<file path="src/rtl/dds_step_sweeper.sv">
// dds_step_sweeper: walks the DDS phase increment from start_step to
// stop_step in inc-sized moves, holding each value for dwell+1 cycles.
// Optional feature macro: DDS_SWEEP_TRIANGLE_EN enables continuous
// triangle sweeps (mode=1); without it every sweep is one-shot and dir
// stays 0.
//
// state | meaning
// IDLE  | no sweep running, step holds its last value
// DWELL | sweep running, counting down the hold time of the current step
module dds_step_sweeper #(
  parameter int STEP_W  = 8,
  parameter int DWELL_W = 16
) (
  input  logic               clk,
  input  logic               rst,
  input  logic               start,
  input  logic               stop,
  input  logic [STEP_W-1:0]  start_step,
  input  logic [STEP_W-1:0]  stop_step,
  input  logic [STEP_W-1:0]  inc,
  input  logic [DWELL_W-1:0] dwell,
  input  logic               mode,
  output logic [STEP_W-1:0]  step,
  output logic               busy,
  output logic               done,
  output logic               dir
);

  typedef enum logic {IDLE, DWELL} state_t;

  state_t              state, state_n;
  logic [STEP_W-1:0]   step_n, target, target_n, sh_inc, sh_inc_n;
  logic [DWELL_W-1:0]  cnt, cnt_n, sh_dwell, sh_dwell_n;
  logic                busy_n, done_n, dir_n;

`ifdef DDS_SWEEP_TRIANGLE_EN
  logic [STEP_W-1:0]   sh_start, sh_start_n, sh_stop, sh_stop_n;
  logic                sh_mode, sh_mode_n;
`else
  logic                unused_mode;
  assign unused_mode = mode;
`endif

  // One move toward tgt, saturating at tgt; the extra bit keeps the
  // arithmetic from wrapping past 0 or the top of the step range.
  function automatic logic [STEP_W-1:0] move_toward(
    input logic [STEP_W-1:0] cur,
    input logic [STEP_W-1:0] tgt,
    input logic [STEP_W-1:0] amt
  );
    logic [STEP_W:0] sum;
    logic [STEP_W:0] diff;
    sum  = {1'b0, cur} + {1'b0, amt};
    diff = {1'b0, cur} - {1'b0, amt};
    if (amt == '0)
      return tgt;
    else if (tgt > cur)
      return (sum >= {1'b0, tgt}) ? tgt : sum[STEP_W-1:0];
    else if (tgt < cur)
      return (diff[STEP_W] || (diff[STEP_W-1:0] <= tgt)) ? tgt : diff[STEP_W-1:0];
    else
      return cur;
  endfunction

  // Next-state and next-output decode; everything holds unless changed.
  always_comb begin
    state_n    = state;
    step_n     = step;
    target_n   = target;
    sh_inc_n   = sh_inc;
    sh_dwell_n = sh_dwell;
    cnt_n      = cnt;
    busy_n     = busy;
    done_n     = 1'b0;
    dir_n      = dir;
`ifdef DDS_SWEEP_TRIANGLE_EN
    sh_start_n = sh_start;
    sh_stop_n  = sh_stop;
    sh_mode_n  = sh_mode;
`endif
    unique case (state)
      IDLE: begin
        if (start && !stop) begin
          sh_inc_n   = inc;
          sh_dwell_n = dwell;
`ifdef DDS_SWEEP_TRIANGLE_EN
          sh_start_n = start_step;
          sh_stop_n  = stop_step;
          sh_mode_n  = mode;
`endif
          step_n   = start_step;
          target_n = stop_step;
          dir_n    = 1'b0;
          busy_n   = 1'b1;
          cnt_n    = dwell;
          state_n  = DWELL;
        end
      end
      DWELL: begin
        if (stop) begin
          state_n = IDLE;
          busy_n  = 1'b0;
        end else if (cnt != '0) begin
          cnt_n = cnt - DWELL_W'(1);
        end else if (step != target) begin
          step_n = move_toward(step, target, sh_inc);
          cnt_n  = sh_dwell;
        end else begin
`ifdef DDS_SWEEP_TRIANGLE_EN
          if (sh_mode) begin
            // endpoint reached: bounce toward the other end right away
            target_n = dir ? sh_stop : sh_start;
            dir_n    = ~dir;
            step_n   = move_toward(step, target_n, sh_inc);
            cnt_n    = sh_dwell;
          end else begin
`else
          begin
`endif
            state_n = IDLE;
            busy_n  = 1'b0;
            done_n  = 1'b1;
          end
        end
      end
      default: state_n = IDLE;
    endcase
  end

  // State and datapath registers with synchronous reset.
  always_ff @(posedge clk) begin
    if (rst) begin
      state    <= IDLE;
      step     <= '0;
      target   <= '0;
      sh_inc   <= '0;
      sh_dwell <= '0;
      cnt      <= '0;
      busy     <= 1'b0;
      done     <= 1'b0;
      dir      <= 1'b0;
`ifdef DDS_SWEEP_TRIANGLE_EN
      sh_start <= '0;
      sh_stop  <= '0;
      sh_mode  <= 1'b0;
`endif
    end else begin
      state    <= state_n;
      step     <= step_n;
      target   <= target_n;
      sh_inc   <= sh_inc_n;
      sh_dwell <= sh_dwell_n;
      cnt      <= cnt_n;
      busy     <= busy_n;
      done     <= done_n;
      dir      <= dir_n;
`ifdef DDS_SWEEP_TRIANGLE_EN
      sh_start <= sh_start_n;
      sh_stop  <= sh_stop_n;
      sh_mode  <= sh_mode_n;
`endif
    end
  end

endmodule

</file>
<file path="config.mk">
export PLATFORM = sky130hd
export DESIGN_NAME = dds_step_sweeper
export DESIGN_NICKNAME = d
export VERILOG_FILES = /design/src/rtl/dds_step_sweeper.sv
export SDC_FILE = /design/constraint.sdc
export NUM_CORES = 1
export LEC_CHECK = 0
export ABC_AREA = 1
export CAP_MARGIN = 20
export CORE_MARGIN = 3
export CORE_UTILIZATION = 60
export DETAILED_ROUTE_END_ITERATION = 16
export PLACE_DENSITY_LB_ADDON = 0.1
export SLEW_MARGIN = 40
export SYNTH_ARGS = -nofsm -noshare
export SYNTH_HDL_FRONTEND = slang
export SYNTH_SLANG_ARGS = --single-unit
</file>
<file path="constraint.sdc">
create_clock -name clk -period 8.2 [get_ports clk]
set_clock_uncertainty 0.05 [all_clocks]
set_input_delay 0.82 -clock clk [delete_from_list [all_inputs] [get_ports clk]]
set_output_delay 0.82 -clock clk [all_outputs]
set_load 0.05 [all_outputs]
</file>
==> out/qor.txt <==
vias in the first global route - 4307
Multi-input gate area - 0.00277 sq mm
CTS H-tree depth - 3
I/O pins - 56
gr ovfl total - 0
Synth Area in XOR/XNOR - 3.00%
cell with the most instances after synthesis - nand2_1
Synth area leader - dfxtp_1
fin crit share - 44.6%
DRT antenna net count - 0
Net Sw Power - 0.414 mW
post-placement cell area - 0.00491 sq mm
Top Layer Used - met4
status - completed
Final nets - 775
Compound-Gate Fraction of Synth Area - 24.6%
drt initial violations - 273
# hold bufs at CTS - 0
Mapped Cells - 650
Slew headroom - 48.3%
Seq pwr share - 30.8%
Routability Congestion - 0.943
routed vias - 4590
CTS buffer count - 9
Setup TNS Final - 0 ns
DP Cell Count - 771
Final min period - 3.65 ns
sw frac - 38.9%
initial antenna violation count - 0
Worst R2R Setup Slack - 4.55 ns
Clock Power Share - 28.1%
ant diodes - 0
CTS tree - built
worst slack, placed - 4.67 ns
largest family of logic cells by synthesized area - compound AO/OA/AOI/OAI gates
RSZ-0062 raised after global routing - false
actual slew at the worst max-slew pin - 0.774 ns
worst-skew pair later-pin latency - 0.33 ns
top post-synthesis cells by area - dfxtp_1 27%, a21oi_1 13%, ha_1 12%
syn avg cell area - 6.73 sq um
PD cells - 207 mW/mm^2
die area - 0.00835 sq mm
fmax - 274 MHz
Chip Width - 91.4 um
Die H - 91.4 um
simple-gate area share of the yosys netlist - 22.3%
depth of the worst register-to-register path - 20
Worst-path clk slew - 0.07 ns
max-slew violation count - 0
Max IR drop VDD - 0.152 mV
met2 wire length - 6060 um
Initial DRT Pass Iterations - 7
first-pass GRT wire length - 20000 um
Post-synth EDFFs - 0
via/cell ratio - 5.83
port bufs - 53
final instance area - 0.00514 sq mm
routed wl met3 - 749 um
CP arrival - 3.82 ns
M1 WL - 4620 um
Pleak - 2.33 nW
Hold Crit Start - sh_dwell[14]$_SDFFE_PP0P_
Synth Register Bits - 59
Initial Util - 63.0%
layout cells sized above 1 - 6.08%
Max FO, Critical Path - 13
GR Util All Layers - 29.1%
overall routed net length - 11900 um
Comb pwr share - 41.0%
CTS resizes - 0
Synthesized Nets - 739
residual DRC count - 0
post-synthesis adder-cell area fraction - 12.9%
Layout Utilization - 74.1%
Core Region - 0.00694 sq mm
top cell type's share of synthesized area - 27.0%
DR WL/cell - 15.1 um
Area Growth Syn to Fin - 17.6%
fraction of registers with async set/reset - 0%
largest net degree at the start of global routing - 53
sequential share of the synthesized area - 27.0%
deepest clock path buffer count - 2
Clock Sinks - 59
# fillers - 560
crit start category - flip-flop
worst flop-to-flop path endpoint - step[7]$_SDFFE_PP0P_
Min Hold Slack - 0.404 ns
final worst setup slack - 4.55 ns
# setup viols final - 0
multiplexer share of the synthesized area - 0%
Mapped Area - 0.00438 sq mm
Final Power - 1.07 mW
yosys warns - 0
required time at the worst-slack endpoint - 8.37 ns
number of max-cap violations - 0
worst r2r src - sh_inc[2]$_SDFFE_PP0P_
Setup crit end kind - flip-flop
register area - 0.00118 sq mm
Internal Pwr Total - 0.652 mW
Setup Buffers After CTS - 0
floorplan row count - 30
Post-DP HPWL - 8540 um
ys flop type - dfxtp_1
hold path cells - 2
Post-synth top cells - 122 x nand2_1, 112 x a21oi_1, 76 x inv_1
Yosys cell types - 39
root buffer cell - clkbuf_8
Hold WC Path Type - flip-flop to flip-flop
Hold Crit Endpoint - sh_dwell[14]$_SDFFE_PP0P_
Cell Count, Final, Fillers Out - 787
Worst Setup Path Type - flip-flop to flip-flop
Hold Fails Final Rpt - 0
==> cell usage in the layout, fill, tap and decap left out, types with 7 or more instances in the layout <==
master           instances
nand2_1                122
ha_1                    42
nand4_1                 11
o21ai_0                 64
o211ai_1                 8
nor2_1                  27
a21oi_1                111
inv_2                    7
xor2_1                  10
inv_1                   75
clkbuf_8                11
dfxtp_1                 59
nand3_1                 38
clkdlybuf4s50_1         53
==> power groups by stage <==
stage               Clock [mW]  Sequential, mW  Combinational [mW]
finish                   0.300           0.328               0.437
floorplan                    0           0.341               0.306
detailed placement           0           0.334               0.424
CTS                      0.300           0.328               0.429
global placement             0           0.333               0.414
global route             0.315           0.331               0.493
==> routing by layer <==
metal	vias up	track usage, %
met5	-	0
met4	0	14.4
met3	46	3.98
met2	204	52.5
met1	2079	33.3
li1	2261	-
==> final cells by class <==
cell class              instances  area share [%]
flip-flops and latches         59            23.0
repair buffers                 54            10.5
multi-input cells             479            53.8
inverters                      83            6.08
clock inverters                 5            1.46
well taps                      96            2.33
clock buffers                  11            2.94
==> worst max-delay path: stages, from the launching register on <==
cell     delay [ns]
dfxtp_1        0.39
inv_1          0.08
ha_1           0.45
nand3_1        0.11
nand2_1        0.14
nand2_1        0.07
a21oi_1        0.16
xor2_1         0.34
inv_1          0.08
ha_1           0.30
nand2_1        0.05
nor2_1         0.13
nand2_1        0.07
nand2_1        0.10
nand3_1        0.34
inv_1          0.22
nand3_1        0.10
a21oi_1        0.16
nand2_1        0.07
nand2_1        0.06
a21oi_1        0.06
==> flip-flops by register name, indices dropped and copies added (netlist names) <==
| name | cells |
|---|---|
| sh_inc | 8 |
| step | 8 |
| sh_dwell | 16 |
| cnt | 16 |
| done | 1 |
| target | 8 |
| busy | 1 |
| state | 1 |
==> cells by family after synthesis <==
group | after synthesis
simple gates | 217
compound gates | 202
buf+inv | 112
flops | 59
fa+ha+maj | 44
xor+xnor | 15
other cells | 1
==> worst max path at each step <==
stage               cells past startpoint  slack [ns]                   start              endpoint
finish                                 20        4.55  sh_inc[2]$_SDFFE_PP0P_  step[7]$_SDFFE_PP0P_
global route                           20        4.20  sh_inc[2]$_SDFFE_PP0P_  step[7]$_SDFFE_PP0P_
CTS                                    20        4.64  sh_inc[2]$_SDFFE_PP0P_  step[7]$_SDFFE_PP0P_
detailed placement                     20        4.67  sh_inc[2]$_SDFFE_PP0P_  step[7]$_SDFFE_PP0P_
global placement                       20        4.70  sh_inc[2]$_SDFFE_PP0P_  step[7]$_SDFFE_PP0P_
floorplan                              19        5.02    step[1]$_SDFFE_PP0P_  step[5]$_SDFFE_PP0P_
No activity file was read; power rests on OpenSTA's default activity.
